<file path="src/rtl/serial_io_pkg.sv">
// Shared types and helpers for the serial peripheral bus scheduler:
// FSM states, job indices and the round-robin ring helpers.
package serial_io_pkg;

   typedef enum logic [2:0] {
      IDLE  = 3'd0,
      LOAD  = 3'd1,
      SHIFT = 3'd2,
      LATCH = 3'd3,
      DONE  = 3'd4
   } state_t;

   typedef logic [1:0] job_t;

   localparam job_t JOB_LED = 2'd0;
   localparam job_t JOB_DIP = 2'd1;
   localparam job_t JOB_SEG = 2'd2;

   // Ring order LED -> DIP -> SEG -> LED
   function automatic job_t rr_next(input job_t job);
      job_t nxt;
      case (job)
         JOB_LED: nxt = JOB_DIP;
         JOB_DIP: nxt = JOB_SEG;
         default: nxt = JOB_LED;
      endcase
      return nxt;
   endfunction

   function automatic job_t rr_pick(input logic [2:0] pend, input job_t ptr);
      job_t c0;
      job_t c1;
      job_t c2;
      job_t pick;
      c0 = ptr;
      c1 = rr_next(c0);
      c2 = rr_next(c1);
      if (pend[c0]) begin
         pick = c0;
      end else if (pend[c1]) begin
         pick = c1;
      end else begin
         pick = c2;
      end
      return pick;
   endfunction

   function automatic int cnt_width(input int n);
      return (n > 1) ? $clog2(n) : 1;
   endfunction

endpackage

</file>
<file path="src/rtl/psclk_gen.sv">
// Shift-clock timebase: counts half-periods while enabled, restarts in the low
// phase on every enable, and drives PSCLK high only when allowed to.
module psclk_gen
   import serial_io_pkg::*;
#(
   parameter int CLK_DIV = 5
) (
   input  logic i_clk,
   input  logic i_rst,
   input  logic i_en_d,
   input  logic i_drive_d,
   output logic o_psclk,
   output logic o_rise,
   output logic o_last
);

   localparam int CW = cnt_width(CLK_DIV);
   localparam logic [CW-1:0] CNT_MAX = CW'(CLK_DIV - 1);

   logic [CW-1:0] cnt_q;
   logic [CW-1:0] cnt_d;
   logic          half_q;
   logic          half_d;
   logic          en_q;
   logic          psclk_q;
   logic          psclk_d;

   // Next half-period position and registered shift clock level
   always_comb begin
      cnt_d  = '0;
      half_d = 1'b0;
      if (!i_en_d) begin
         cnt_d  = '0;
         half_d = 1'b0;
      end else if (!en_q) begin
         cnt_d  = '0;
         half_d = 1'b0;
      end else if (cnt_q == CNT_MAX) begin
         cnt_d  = '0;
         half_d = ~half_q;
      end else begin
         cnt_d  = cnt_q + CW'(1);
         half_d = half_q;
      end
      psclk_d = half_d & i_drive_d;
   end

   // Timebase registers
   always_ff @(posedge i_clk) begin
      if (i_rst) begin
         cnt_q   <= '0;
         half_q  <= 1'b0;
         en_q    <= 1'b0;
         psclk_q <= 1'b0;
      end else begin
         cnt_q   <= cnt_d;
         half_q  <= half_d;
         en_q    <= i_en_d;
         psclk_q <= psclk_d;
      end
   end

   assign o_psclk = psclk_q;
   assign o_rise  = en_q & half_q & (cnt_q == '0);
   assign o_last  = en_q & half_q & (cnt_q == CNT_MAX);

endmodule

</file>
<file path="src/rtl/serial_io_scheduler.sv">
// Round-robin scheduler for the shared LED / DIP / 7-seg shift bus: captures
// requests, grants one job at a time and runs it on the common PSCLK.
module serial_io_scheduler
   import serial_io_pkg::*;
#(
   parameter int CLK_DIV = 5,
   parameter int LED_W   = 8,
   parameter int DIP_W   = 8,
   parameter int SEG_W   = 16
) (
   input  logic             i_CLK,
   input  logic             i_SYS_RESET,
   input  logic             i_LED_wr,
   input  logic [LED_W-1:0] i_LED,
   input  logic             i_SEG_wr,
   input  logic [SEG_W-1:0] i_SEG,
   input  logic             i_DIP_rd,
   output logic [DIP_W-1:0] o_DIP,
   output logic             o_DIP_valid,
   output logic             o_busy,
   output logic             o_PSCLK,
   output logic             o_LEDData,
   output logic             o_LEDLatch,
   output logic             o_SEGData,
   output logic             o_SEGLatch,
   output logic             o_DIPLatch,
   input  logic             i_DIPData
);

   localparam int MAX_W = (LED_W > DIP_W) ? ((LED_W > SEG_W) ? LED_W : SEG_W)
                                          : ((DIP_W > SEG_W) ? DIP_W : SEG_W);
   localparam int BW = cnt_width(MAX_W);

   state_t           state_q, state_d;
   job_t             job_q, job_d;
   job_t             ptr_q, ptr_d;
   job_t             gnt;
   logic [2:0]       pend_q, pend_d;
   logic [LED_W-1:0] led_shadow_q, led_shadow_d;
   logic [SEG_W-1:0] seg_shadow_q, seg_shadow_d;
   logic [MAX_W-1:0] sh_q, sh_d;
   logic [BW-1:0]    bit_q, bit_d;
   logic             data_q, data_d;
   logic [DIP_W-1:0] dip_sh_q, dip_sh_d;
   logic [DIP_W-1:0] dip_q, dip_d;
   logic             valid_q, valid_d;
   logic             busy_q, busy_d;
   logic             led_data_q, led_data_d;
   logic             seg_data_q, seg_data_d;
   logic             led_latch_q, led_latch_d;
   logic             seg_latch_q, seg_latch_d;
   logic             dip_latch_q, dip_latch_d;
   logic             gen_en_d;
   logic             gen_drive_d;
   logic             psclk_rise;
   logic             psclk_last;

   psclk_gen #(
      .CLK_DIV (CLK_DIV)
   ) u_psclk_gen (
      .i_clk     (i_CLK),
      .i_rst     (i_SYS_RESET),
      .i_en_d    (gen_en_d),
      .i_drive_d (gen_drive_d),
      .o_psclk   (o_PSCLK),
      .o_rise    (psclk_rise),
      .o_last    (psclk_last)
   );

   // Request capture, arbitration, job sequencing and next output values
   always_comb begin
      state_d  = state_q;
      job_d    = job_q;
      ptr_d    = ptr_q;
      pend_d   = pend_q;
      sh_d     = sh_q;
      bit_d    = bit_q;
      data_d   = data_q;
      dip_sh_d = dip_sh_q;
      dip_d    = dip_q;
      gnt      = rr_pick(pend_q, ptr_q);

      if (i_LED_wr) begin
         led_shadow_d = i_LED;
      end else begin
         led_shadow_d = led_shadow_q;
      end
      if (i_SEG_wr) begin
         seg_shadow_d = i_SEG;
      end else begin
         seg_shadow_d = seg_shadow_q;
      end

      case (state_q)
         IDLE: begin
            if (|pend_q) begin
               job_d       = gnt;
               ptr_d       = rr_next(gnt);
               pend_d[gnt] = 1'b0;
               case (gnt)
                  JOB_DIP: begin
                     state_d = LOAD;
                     bit_d   = BW'(DIP_W - 1);
                     data_d  = 1'b0;
                  end
                  JOB_SEG: begin
                     state_d = SHIFT;
                     sh_d    = MAX_W'(seg_shadow_q);
                     bit_d   = BW'(SEG_W - 1);
                     data_d  = seg_shadow_q[SEG_W-1];
                  end
                  default: begin
                     state_d = SHIFT;
                     sh_d    = MAX_W'(led_shadow_q);
                     bit_d   = BW'(LED_W - 1);
                     data_d  = led_shadow_q[LED_W-1];
                  end
               endcase
            end else begin
               state_d = IDLE;
            end
         end
         LOAD: begin
            if (psclk_last) begin
               state_d = SHIFT;
            end else begin
               state_d = LOAD;
            end
         end
         SHIFT: begin
            if ((job_q == JOB_DIP) && psclk_rise) begin
               dip_sh_d = {dip_sh_q[DIP_W-2:0], i_DIPData};
            end else begin
               dip_sh_d = dip_sh_q;
            end
            // Next bit is presented at the start of the following low phase
            if (psclk_last) begin
               if (bit_q == '0) begin
                  data_d = 1'b0;
                  if (job_q == JOB_DIP) begin
                     state_d = DONE;
                     dip_d   = dip_sh_d;
                  end else begin
                     state_d = LATCH;
                  end
               end else begin
                  bit_d  = bit_q - BW'(1);
                  data_d = sh_q[bit_q - BW'(1)];
               end
            end else begin
               state_d = SHIFT;
            end
         end
         LATCH: begin
            if (psclk_last) begin
               state_d = IDLE;
            end else begin
               state_d = LATCH;
            end
         end
         DONE: begin
            state_d = IDLE;
         end
         default: begin
            state_d = IDLE;
         end
      endcase

      // A request arriving on its own grant cycle re-arms the job
      pend_d = pend_d | {i_SEG_wr, i_DIP_rd, i_LED_wr};

      gen_en_d    = (state_d == LOAD) || (state_d == SHIFT) || (state_d == LATCH);
      gen_drive_d = (state_d == SHIFT);
      busy_d      = (state_d != IDLE);
      valid_d     = (state_d == DONE);
      dip_latch_d = (state_d == LOAD);
      led_latch_d = (state_d == LATCH) && (job_d == JOB_LED);
      seg_latch_d = (state_d == LATCH) && (job_d == JOB_SEG);
      led_data_d  = (state_d == SHIFT) && (job_d == JOB_LED) && data_d;
      seg_data_d  = (state_d == SHIFT) && (job_d == JOB_SEG) && data_d;
   end

   // Scheduler state and registered pin outputs
   always_ff @(posedge i_CLK) begin
      if (i_SYS_RESET) begin
         state_q      <= IDLE;
         job_q        <= JOB_LED;
         ptr_q        <= JOB_LED;
         pend_q       <= 3'b000;
         led_shadow_q <= '0;
         seg_shadow_q <= '0;
         sh_q         <= '0;
         bit_q        <= '0;
         data_q       <= 1'b0;
         dip_sh_q     <= '0;
         dip_q        <= '0;
         valid_q      <= 1'b0;
         busy_q       <= 1'b0;
         led_data_q   <= 1'b0;
         seg_data_q   <= 1'b0;
         led_latch_q  <= 1'b0;
         seg_latch_q  <= 1'b0;
         dip_latch_q  <= 1'b0;
      end else begin
         state_q      <= state_d;
         job_q        <= job_d;
         ptr_q        <= ptr_d;
         pend_q       <= pend_d;
         led_shadow_q <= led_shadow_d;
         seg_shadow_q <= seg_shadow_d;
         sh_q         <= sh_d;
         bit_q        <= bit_d;
         data_q       <= data_d;
         dip_sh_q     <= dip_sh_d;
         dip_q        <= dip_d;
         valid_q      <= valid_d;
         busy_q       <= busy_d;
         led_data_q   <= led_data_d;
         seg_data_q   <= seg_data_d;
         led_latch_q  <= led_latch_d;
         seg_latch_q  <= seg_latch_d;
         dip_latch_q  <= dip_latch_d;
      end
   end

   assign o_DIP       = dip_q;
   assign o_DIP_valid = valid_q;
   assign o_busy      = busy_q;
   assign o_LEDData   = led_data_q;
   assign o_LEDLatch  = led_latch_q;
   assign o_SEGData   = seg_data_q;
   assign o_SEGLatch  = seg_latch_q;
   assign o_DIPLatch  = dip_latch_q;

endmodule

</file>
<file path="config.mk">
export PLATFORM = sky130hd
export DESIGN_NAME = serial_io_scheduler
export DESIGN_NICKNAME = d
export VERILOG_FILES = /design/src/rtl/serial_io_pkg.sv /design/src/rtl/psclk_gen.sv /design/src/rtl/serial_io_scheduler.sv
export SDC_FILE = /design/constraint.sdc
export NUM_CORES = 1
export LEC_CHECK = 0
export ABC_AREA = 1
export CORE_UTILIZATION = 30
export CTS_CLUSTER_DIAMETER = 80
export DETAILED_ROUTE_END_ITERATION = 10
export PLACE_DENSITY_LB_ADDON = 0.2
export SLEW_MARGIN = 5
export SYNTH_ARGS = -nofsm -noshare
export SYNTH_HDL_FRONTEND = slang
export SYNTH_SLANG_ARGS = --single-unit
export TNS_END_PERCENT = 30
</file>
<file path="constraint.sdc">
create_clock -name i_CLK -period 5.05 [get_ports i_CLK]
set_input_delay 1.01 -clock i_CLK [delete_from_list [all_inputs] [get_ports i_CLK]]
set_output_delay 1.01 -clock i_CLK [all_outputs]
set_load 0.05 [all_outputs]
</file>
==> impl_metrics.py, run 1 <==
metrics = {
    "final_layout": {
        "layout.cells.most_common_list": "sky130_fd_sc_hd__nand2_1, sky130_fd_sc_hd__dfxtp_1, sky130_fd_sc_hd__nor2_1, sky130_fd_sc_hd__o21ai_0, sky130_fd_sc_hd__inv_1",
        "nNetsFinal": 588,
        "layout-area-overhead-vs-synth_pct": 23.0,
        "total_inserted_antenna_cells": 0,
        "multi_input_comb_area_sq_um": 1710,
        "fill_cells": 1328,
        "layout.area.seq_sq_um": 1680,
        "drive_above_1_share_pct": 7.19,
        "layout_commonest_cell": "sky130_fd_sc_hd__nand2_1",
    },
    "critical_path": {
        "critPathLaunchType": "primary input",
        "cpPeakStageDelay_ns": 0.40,
        "slowest_stage": "sky130_fd_sc_hd__buf_4",
        "timing.critical_path.cells": "clkdlybuf4s50_1 -> buf_4 -> inv_1 -> buf_4 -> nand3_1 -> inv_1 -> nand2_1 -> nand2_1",
        "worst_r2r_path_depth": 13,
        "critPathArrivalTime_ns": 2.99,
        "cp_max_fo": 34,
        "class_of_the_most_critical_setup_path": "primary input to flip-flop",
        "worst-endpoint-required_ns": 5.34,
        "endpoint_kind": "flip-flop",
    },
    "floorplan": {
        "die_h_microns": 113,
        "core_sq_um": 12000,
        "die_w_microns": 113,
        "initial_core_util_pct": 30.8,
        "floorplan.rows": 40,
        "ports_placed_on_the_boundary": 46,
        "dieArea_sq_um": 12800,
    },
    "timing": {
        "setup_repair_after_global_routing_missed_its_margin": "false",
        "fin_tns_setup_ns": 0,
        "max_slew_violation_count": 0,
        "final.setup_skew_ns": 0.00784,
        "tightest_slew_ns": 1.01,
        "hold_violations": 0,
        "fin_crit_sh_pct": 53.6,
        "setup_slack_ns": 2.34,
        "timing.final.crit_period_ns": 2.71,
        "relative_slew_slack_pct": 33.0,
        "max_freq_mhz": 369,
        "setup_viol": 0,
    },
    "clock_tree": {
        "cts_inserted_buffers": 9,
        "clk_root_buffer_cell": "sky130_fd_sc_hd__clkbuf_16",
        "post_cts_buffers": 0,
        "cts_tree": "done",
        "htreeDepth": 3,
        "cts_hold_repair.buffers": 0,
        "clock_path_buffers": 2,
        "clock_sinks": 84,
        "worst_skew_pair.late_latency_ns": 0.34,
        "cts.clk_slew.worst_paths_ns": 0.06,
        "cts.repair.resized": 0,
    },
    "routing": {
        "wl_met1_microns": 4250,
        "highest_layer": "met4",
        "met2_wirelength_microns": 3870,
        "met3_wirelength_microns": 322,
        "via_count": 3304,
        "drt_wl_total_microns": 8600,
        "dr.pass1.iters": 4,
        "post-route-drc-count": 0,
        "drt_iter0_drc": 153,
        "route.antenna.remaining_nets": 0,
        "drt-vias-per-instance": 4.70,
        "drt-wirelength-per-cell_microns": 12.2,
    },
    "logic_synthesis": {
        "synth.ff_latch_count": 84,
        "synthesis.nets": 550,
        "synth_top_cell_by_area": "sky130_fd_sc_hd__dfxtp_1",
        "synth_largest_type_area_fraction_pct": 45.4,
        "synth_cell_type_count": 27,
        "synthesis.area_sq_um": 3700,
        "synth-edff-count": 0,
        "synth_warnings": 0,
        "syn-mean-instance-area_sq_um": 7.21,
        "ys_dominant_reg_cell": "sky130_fd_sc_hd__dfxtp_1",
        "sequential_area_share_after_synthesis_pct": 45.4,
        "synth.area.top_cells": "sky130_fd_sc_hd__dfxtp_1, sky130_fd_sc_hd__nand2_1, sky130_fd_sc_hd__o21ai_0, sky130_fd_sc_hd__nor2_1, sky130_fd_sc_hd__a21oi_1",
        "async_flop_share_pct": 0,
        "synth_cells": 513,
    },
    "min_path": {
        "hold_depth": 1,
        "hold_path.class": "flip-flop to flip-flop",
    },
    "global_routing": {
        "grt_pass1_wl_microns": 14800,
        "number_of_antenna_violations_at_the_first_check_in_global_routing": 0,
        "grt_pass1_vias": 3102,
        "groute.usage.overall_pct": 14.7,
        "pin_count_of_the_biggest_net_entering_global_routing": 35,
        "grt-ovfl-total": 0,
    },
    "power_and_ir_drop": {
        "leakagePower_uw": 0.00194,
        "max-vdd-ir-drop_v": 0.000202,
        "power.clock.fraction_pct": 24.6,
        "switching_share_pct": 40.9,
        "pwr-share-seq_pct": 34.3,
        "power_per_cell_area_nw_per_um2": 569,
        "cellInternalPower_uw": 1530,
        "netSwitchingPower_uw": 1060,
        "pwr-share-comb_pct": 41.1,
    },
    "placed_design": {
        "detailedPlacementHpwl_microns": 6030,
        "place_congestion": 0.785,
        "io_buffer_count": 45,
        "place_ws_ns": 1.99,
    },
    "flow_run": {
        "maxCapViolations": 0,
    },
    "run_status": {
        "status": "finished clean",
    },
}
[cells in the mapped netlist, types with 2 or more instances]
master,n
sky130_fd_sc_hd__a221oi_1,2
sky130_fd_sc_hd__o211ai_1,2
sky130_fd_sc_hd__inv_2,5
sky130_fd_sc_hd__nand2_4,3
sky130_fd_sc_hd__nand2_2,7
sky130_fd_sc_hd__ha_1,7
sky130_fd_sc_hd__nand3_2,2
sky130_fd_sc_hd__nor2_1,68
sky130_fd_sc_hd__inv_1,54
sky130_fd_sc_hd__nand2_1,93
sky130_fd_sc_hd__a21oi_1,50
sky130_fd_sc_hd__buf_2,3
sky130_fd_sc_hd__nand3_1,41
sky130_fd_sc_hd__o21ai_0,59
sky130_fd_sc_hd__dfxtp_1,84
sky130_fd_sc_hd__clkbuf_1,16
sky130_fd_sc_hd__nor2_4,6
sky130_fd_sc_hd__nand4_1,2
[kinds of logic (layout without fill, tap and decap cells)]
kind of cell | count (synthesis) | after routing | synth area share (%)
AND/OR/NAND/NOR | 226 | 226 | 27.7
AO/OA/AOI/OAI | 115 | 115 | 16.0
flip-flops | 84 | 84 | 45.4
buffers and inverters | 80 | 123 | 8.32
adder cells (fa/ha/maj) | 7 | 7 | 2.37
XOR/XNOR | 1 | 1 | 0.237
[path summary, 6_finish.rpt]
check / start / to / slack, ns
setup / recovery: i_SYS_RESET / o_DIP[1] / 2.34
hold / removal: u_psclk_gen.cnt_q[0] / u_psclk_gen.cnt_q[0] / 0.45
setup reg to reg: ptr_q[1] / o_LEDData / 2.51
hold reg to reg: u_psclk_gen.cnt_q[0] / u_psclk_gen.cnt_q[0] / 0.45
[critical path, delay by kind of cell]
kind,cells,cell delay (ns)
buffers and inverters,5,1.60
AND/OR/NAND/NOR,3,0.36
[final cells by class]
class	count	area share, %
Inverter	60	4.95
Tap cell	147	4.04
Clock buffer	11	5.11
Clock inverter	5	1.15
Timing Repair Buffer	47	10.2
Sequential cell	84	36.9
Multi-Input combinational cell	349	37.6
[state kept, by name, summed over array words and instances, names as in the netlist, 3 cells and up]
signal / count
dip_sh_q: 8
seg_shadow_q: 16
sh_q: 16
bit_q: 4
state_q: 3
led_shadow_q: 8
o_DIP: 8
pend_q: 3
u_psclk_gen.cnt_q: 3
[layer usage]
layer  track usage [%]  vias up
li1                  -     1739
met1              19.6     1494
met2              22.5       60
met3              4.02       11
met4              5.79        0
met5                 0        -
[stage by stage]
step | instances | total power [uW] | hold WS (ns) | instance area, sq um | utilization, %
after floorplan | 513 | 1730 | 0.417 | 3700 | -
after global placement | 687 | 1950 | 0.428 | 4270 | 35.5
after detailed placement | 687 | 1970 | 0.440 | 4270 | 35.5
after CTS | 703 | 2610 | 0.448 | 4550 | 37.9
after global routing | 703 | 2820 | 0.469 | 4550 | 37.9
final | 703 | 2590 | 0.446 | 4550 | 37.9
[power groups by stage]
stage,combinational (uW),sequential (uW),clock (uW)
3_3_place_gp,1050,900,0
4_1_cts,1070,888,652
5_1_grt,1220,908,689
6_report,1060,888,637
2_1_floorplan,808,918,0
3_5_place_dp,1070,900,0
Note: power is estimated with default switching activity, not from simulation.
==> run 2, diff against run 1 <==
Clock period 5.05 ns to 2.6 ns, I/O delays scaled along.
==> run 2 against run 1 <==
  * Wire length shrank 3.0%
  * Cell count is 0.43% higher
  * Largest cell class unchanged
  * Critical path depth rose by 4
  * Sequential power grew 93%
  * Hold slack barely moved
  * Power rose by 94%
  * Sequential share of layout area is 0.21 points lower
  * Combinational power grew 97%
  * Setup slack lost 1.9 ns
  * Die area did not move
  * Sequential cell count is the same
  * First-iteration DRC count increased by 16%
==> impl_metrics.py, run 2 (synthesis gave the netlist of run 1 again) <==
metrics = {
    "run_status": {
        "status": "finished clean",
    },
    "timing": {
        "setup_repair_after_global_routing_missed_its_margin": "false",
        "timing.final.crit_period_ns": 2.11,
        "setup_viol": 0,
        "hold_violations": 0,
        "max_freq_mhz": 475,
        "tightest_slew_ns": 0.545,
        "setup_slack_ns": 0.493,
        "fin_crit_sh_pct": 81.0,
        "final.setup_skew_ns": 0.0124,
        "relative_slew_slack_pct": 63.6,
        "max_slew_violation_count": 0,
        "fin_tns_setup_ns": 0,
        "hold_ws_ns": 0.446,
    },
    "routing": {
        "via_count": 3290,
        "dr.pass1.iters": 4,
        "drt-vias-per-instance": 4.66,
        "drt_iter0_drc": 178,
        "drt_wl_total_microns": 8340,
        "route.antenna.remaining_nets": 0,
        "drt-wirelength-per-cell_microns": 11.8,
        "post-route-drc-count": 0,
    },
    "min_path": {
        "hold_path_startpoint": "u_psclk_gen.cnt_q[0]",
        "hold_path.class": "flip-flop to flip-flop",
        "hold_depth": 1,
        "min_to": "u_psclk_gen.cnt_q[0]",
    },
    "clock_tree": {
        "clock_sinks": 84,
        "cts_hold_repair.buffers": 0,
        "cts.repair.resized": 0,
        "cts_tree": "done",
        "cts.clk_slew.worst_paths_ns": 0.06,
        "post_cts_buffers": 0,
        "cts_inserted_buffers": 9,
        "htreeDepth": 3,
        "worst_skew_pair.late_latency_ns": 0.34,
        "clk_root_buffer_cell": "sky130_fd_sc_hd__clkbuf_16",
        "clock_path_buffers": 2,
    },
    "global_routing": {
        "grt-ovfl-total": 0,
        "groute.usage.overall_pct": 14.1,
        "grt_pass1_wl_microns": 14200,
        "pin_count_of_the_biggest_net_entering_global_routing": 48,
        "grt_pass1_vias": 3165,
        "number_of_antenna_violations_at_the_first_check_in_global_routing": 0,
    },
    "final_layout": {
        "fill_cells": 1286,
        "total_inserted_antenna_cells": 0,
        "layout.cells.most_common_list": "sky130_fd_sc_hd__nand2_1, sky130_fd_sc_hd__dfxtp_1, sky130_fd_sc_hd__nor2_1, sky130_fd_sc_hd__o21ai_0, sky130_fd_sc_hd__inv_1",
        "largestRegisters": "seg_shadow_q x16, sh_q x16",
        "nNetsFinal": 591,
        "layout_commonest_cell": "sky130_fd_sc_hd__nand2_1",
        "drive_above_1_share_pct": 8.05,
        "final_core_util_pct": 38.1,
        "layout-area-overhead-vs-synth_pct": 23.7,
    },
    "floorplan": {
        "dieArea_sq_um": 12800,
        "die_h_microns": 113,
        "initial_core_util_pct": 30.8,
        "core_sq_um": 12000,
        "floorplan.rows": 40,
        "ports_placed_on_the_boundary": 46,
        "die_w_microns": 113,
    },
    "critical_path": {
        "regToRegEndpoint": "sh_q[9]",
        "worst-endpoint-required_ns": 2.87,
        "worst_r2r_path_depth": 12,
        "cp_max_fo": 26,
        "ff2ff_setup_slack_ns": 0.49,
        "class_of_the_most_critical_setup_path": "flip-flop to flip-flop",
        "crit-reg2reg-launch": "ptr_q[1]",
        "endpoint_kind": "flip-flop",
        "critPathArrivalTime_ns": 2.37,
        "critPathLaunchType": "flip-flop",
    },
    "placed_design": {
        "io_buffer_count": 45,
        "detailedPlacementHpwl_microns": 5830,
        "place_ws_ns": 0.549,
        "place_congestion": 0.828,
    },
    "power_and_ir_drop": {
        "leakagePower_uw": 0.00196,
        "power_per_cell_area_nw_per_um2": 1090,
        "total_power_uw": 5010,
        "max-vdd-ir-drop_v": 0.000325,
    },
    "flow_run": {
        "maxCapViolations": 0,
    },
}
[run 2: cell types whose count changed in the layout (fill, tap and decap cells not counted), sizes merged]
| cell | previous run | this run |
|---|---|---|
| buf | 2 | 5 |
| bufinv | 1 | 0 |
| clkbuf | 11 | 12 |
[run 2: cell type report]
class,count,area (sq um),share of cell area [%]
repair buffers,50,488,10.7
flip-flops and latches,84,1680,36.7
multi-input cells,349,1710,37.4
inverters,60,225,4.92
well taps,147,184,4.02
clock buffers,12,267,5.82
clock inverters,4,22.5,0.492
[run 2: how the worst max path moves through the flow]
stage | from | endpoint | slack (ns) | cells past startpoint
after detailed placement | ptr_q[1] | sh_q[8] | 0.55 | 12
after floorplan | ptr_q[0] | sh_q[7] | 0.81 | 12
final | ptr_q[1] | sh_q[9] | 0.49 | 12
after global routing | ptr_q[1] | sh_q[8] | 0.22 | 12
after CTS | ptr_q[1] | sh_q[9] | 0.51 | 12
after global placement | pend_q[0] | u_psclk_gen.o_psclk | 0.63 | 14
[run 2: layer usage]
layer  track usage (%)  share of wire [%]  vias up
met5                 0                  0        -
met4              6.32                1.8        0
met3              3.32                3.1       14
met2              22.4                 45       39
met1              18.1                 50     1502
li1                  -                  -     1735
[run 2: through the flow]
stage	instance area (sq um)	std cells
6_report	4580	706
3_3_place_gp	4290	690
3_5_place_dp	4290	690
5_1_grt	4580	706
4_1_cts	4580	706
2_1_floorplan	3700	513
[run 2: power breakdown]
group | internal [uW] | switching [uW]
combinational | 700 | 1390
sequential | 1560 | 154
clock | 719 | 489
total | 2970 | 2040
[run 2: worst max-delay path: stages (launching register included)]
cell and delay [ns]:
sky130_fd_sc_hd__dfxtp_1 0.33, sky130_fd_sc_hd__inv_1 0.14, sky130_fd_sc_hd__nand2_1 0.09, sky130_fd_sc_hd__o21ai_0 0.14, sky130_fd_sc_hd__nand2_1 0.08, sky130_fd_sc_hd__nand2_1 0.09
sky130_fd_sc_hd__inv_1 0.06, sky130_fd_sc_hd__ha_1 0.21, sky130_fd_sc_hd__inv_1 0.10, sky130_fd_sc_hd__nand3_4 0.14, sky130_fd_sc_hd__inv_2 0.32, sky130_fd_sc_hd__nand3_1 0.15
sky130_fd_sc_hd__a21oi_1 0.16
==> RTL edit: new RTL, settings of run 2 <==
Take the reset off `sh_q` and `dip_sh_q` and load them in a clocked block of their own.
--- a/src/rtl/serial_io_scheduler.sv
+++ b/src/rtl/serial_io_scheduler.sv
@@ -189,10 +189,8 @@
          pend_q       <= 3'b000;
          led_shadow_q <= '0;
          seg_shadow_q <= '0;
-         sh_q         <= '0;
          bit_q        <= '0;
          data_q       <= 1'b0;
-         dip_sh_q     <= '0;
          dip_q        <= '0;
          valid_q      <= 1'b0;
          busy_q       <= 1'b0;
@@ -208,10 +206,8 @@
          pend_q       <= pend_d;
          led_shadow_q <= led_shadow_d;
          seg_shadow_q <= seg_shadow_d;
-         sh_q         <= sh_d;
          bit_q        <= bit_d;
          data_q       <= data_d;
-         dip_sh_q     <= dip_sh_d;
          dip_q        <= dip_d;
          valid_q      <= valid_d;
          busy_q       <= busy_d;
@@ -223,6 +219,11 @@
       end
    end
 
+   always_ff @(posedge i_CLK) begin
+      sh_q     <= sh_d;
+      dip_sh_q <= dip_sh_d;
+   end
+
    assign o_DIP       = dip_q;
    assign o_DIP_valid = valid_q;
    assign o_busy      = busy_q;
Behaviour: same outputs for any inputs over 10 cycles, from zero or initial values and one cycle with i_SYS_RESET high; that may be too few to reach the edited logic, so the function may still have changed.
==> RTL edit against run 2 <==
Synthesized cell count shrank 12%. Non-clock buffer count is the same. Clock skew shrank 0.0067 ns. Sequential cell count is the same. Power shrank 4.5%. Design area shrank 0.87%. Combinational power shrank 18%. Critical path type is now reg -> out. Highest routed layer unchanged. Count of clock-buffer cells in the layout shrank 3. Core utilization grew 0.80 points. Setup slack gained 0.12 ns. Synthesized area shrank 1.2%. Wire length shrank 11%.
==> RTL edit: results (changes against run 2) <==
status completed (unchanged); share of layout cells above drive strength 1 8.46% (was 8.05%); total global-route track usage 12.9% (was 14.1%); worst path arrival time 1.47 ns (was 2.37 ns); Reg-to-Reg End bit_q[3]$_SDFFE_PP0P_ (was sh_q[9]$_SDFFE_PP0P_); R2R depth 11 (was 12); dpl cell area 0.00427 mm2 (was 0.00429 mm2); number of synthesized flops with an enable pin 24 (was 0); first-pass GRT wire length 12,700 um (was 14,200 um); maximum VDD drop 306 uV (was 325 uV); placed cells 635 (was 690); drt pass-1 iters 4 (unchanged); routability cong. 0.773 (was 0.828); hold path cells 1 (unchanged); Hold Slack 0.453 ns (was 0.446 ns); DP HPWL 5350 um (was 5830 um); Avg Cell Area, Syn 8.06 um2 (was 7.21 um2); R2R Path Start pend_q[2]$_SDFF_PP0_ (was ptr_q[1]$_SDFFE_PP0P_); Max FO, Critical Path 2 (was 26); nets 540 (was 591); synth top area cells dfxtp_1 (33%), edfxtp_1 (20%), nand2_1 (9.9%) (was dfxtp_1 (45%), nand2_1 (9.4%), o21ai_0 (8.0%)); syn nets 491 (was 550); vias in the first global route 2,832 (was 3,165); wire per inst 11.4 um (was 11.8 um); Netlist cell types 33 (was 27); CP endpoint o_DIP[0] (was sh_q[9]$_SDFFE_PP0P_); Clock Skew 0.00569 ns (was 0.0124 ns); met1 usage 15.7% (was 18.1%); GR Layer Usage met2 21.7% (was 22.4%); hold_buf cts 0 (unchanged); worst setup margin 0.613 ns (was 0.493 ns); Synth top cells by count nand2_1 (96), nor2_1 (68), dfxtp_1 (60) (was nand2_1 (93), dfxtp_1 (84), nor2_1 (68)); Crit. Startpoint o_DIP[0]$_SDFFE_PP0P_ (was ptr_q[1]$_SDFFE_PP0P_); Least-Margin Pin Slew 0.496 ns (was 0.545 ns); Slowest-stage cell, CP clkdlybuf4s50_1 (was dfxtp_1); Avg Vias per Cell 4.46 (was 4.66); R2R setup slack 0.67 ns (was 0.49 ns); largest net degree at the start of global routing 40 (was 48); met3 track demand over resource 2.59% (was 3.32%); largest stage delay on the critical path 0.80 ns (was 0.33 ns); DRT iter0 DRCs 171 (was 178); via count 2,902 (was 3,290)
==> RTL edit: final cells by class <==
class	count	area, um2
fill	1205	7120
inverter	61	229
clock buffer	9	225
tap	143	179
clock inverter	7	42.5
timing repair buffer	50	488
multi-input combinational	297	1450
sequential	84	1920
==> RTL edit: power breakdown <==
| group | internal [mW] | total [mW] | switching (mW) |
|---|---|---|---|
| Clock | 0.641 | 1.15 | 0.509 |
| Sequential | 1.76 | 1.92 | 0.159 |
| Combinational | 0.583 | 1.72 | 1.14 |
==> RTL edit: kinds of logic after synthesis <==
group | count (synthesis) | synth area share [%]
AOI/OAI and AO/OA | 70 | 10.4
DFF | 84 | 52.5
xor gates and xnor gates | 3 | 0.719
buffers and inverters | 73 | 7.70
adders and majority gates | 7 | 2.39
and+or+nand+nor | 217 | 26.2
==> RTL edit: metal layers <==
layer | routed length [um] | vias to the layer above
li1 | - | 1553
met1 | 3720 | 1284
met2 | 3300 | 57
met3 | 259 | 8
met4 | 111 | 0
met5 | 0 | -
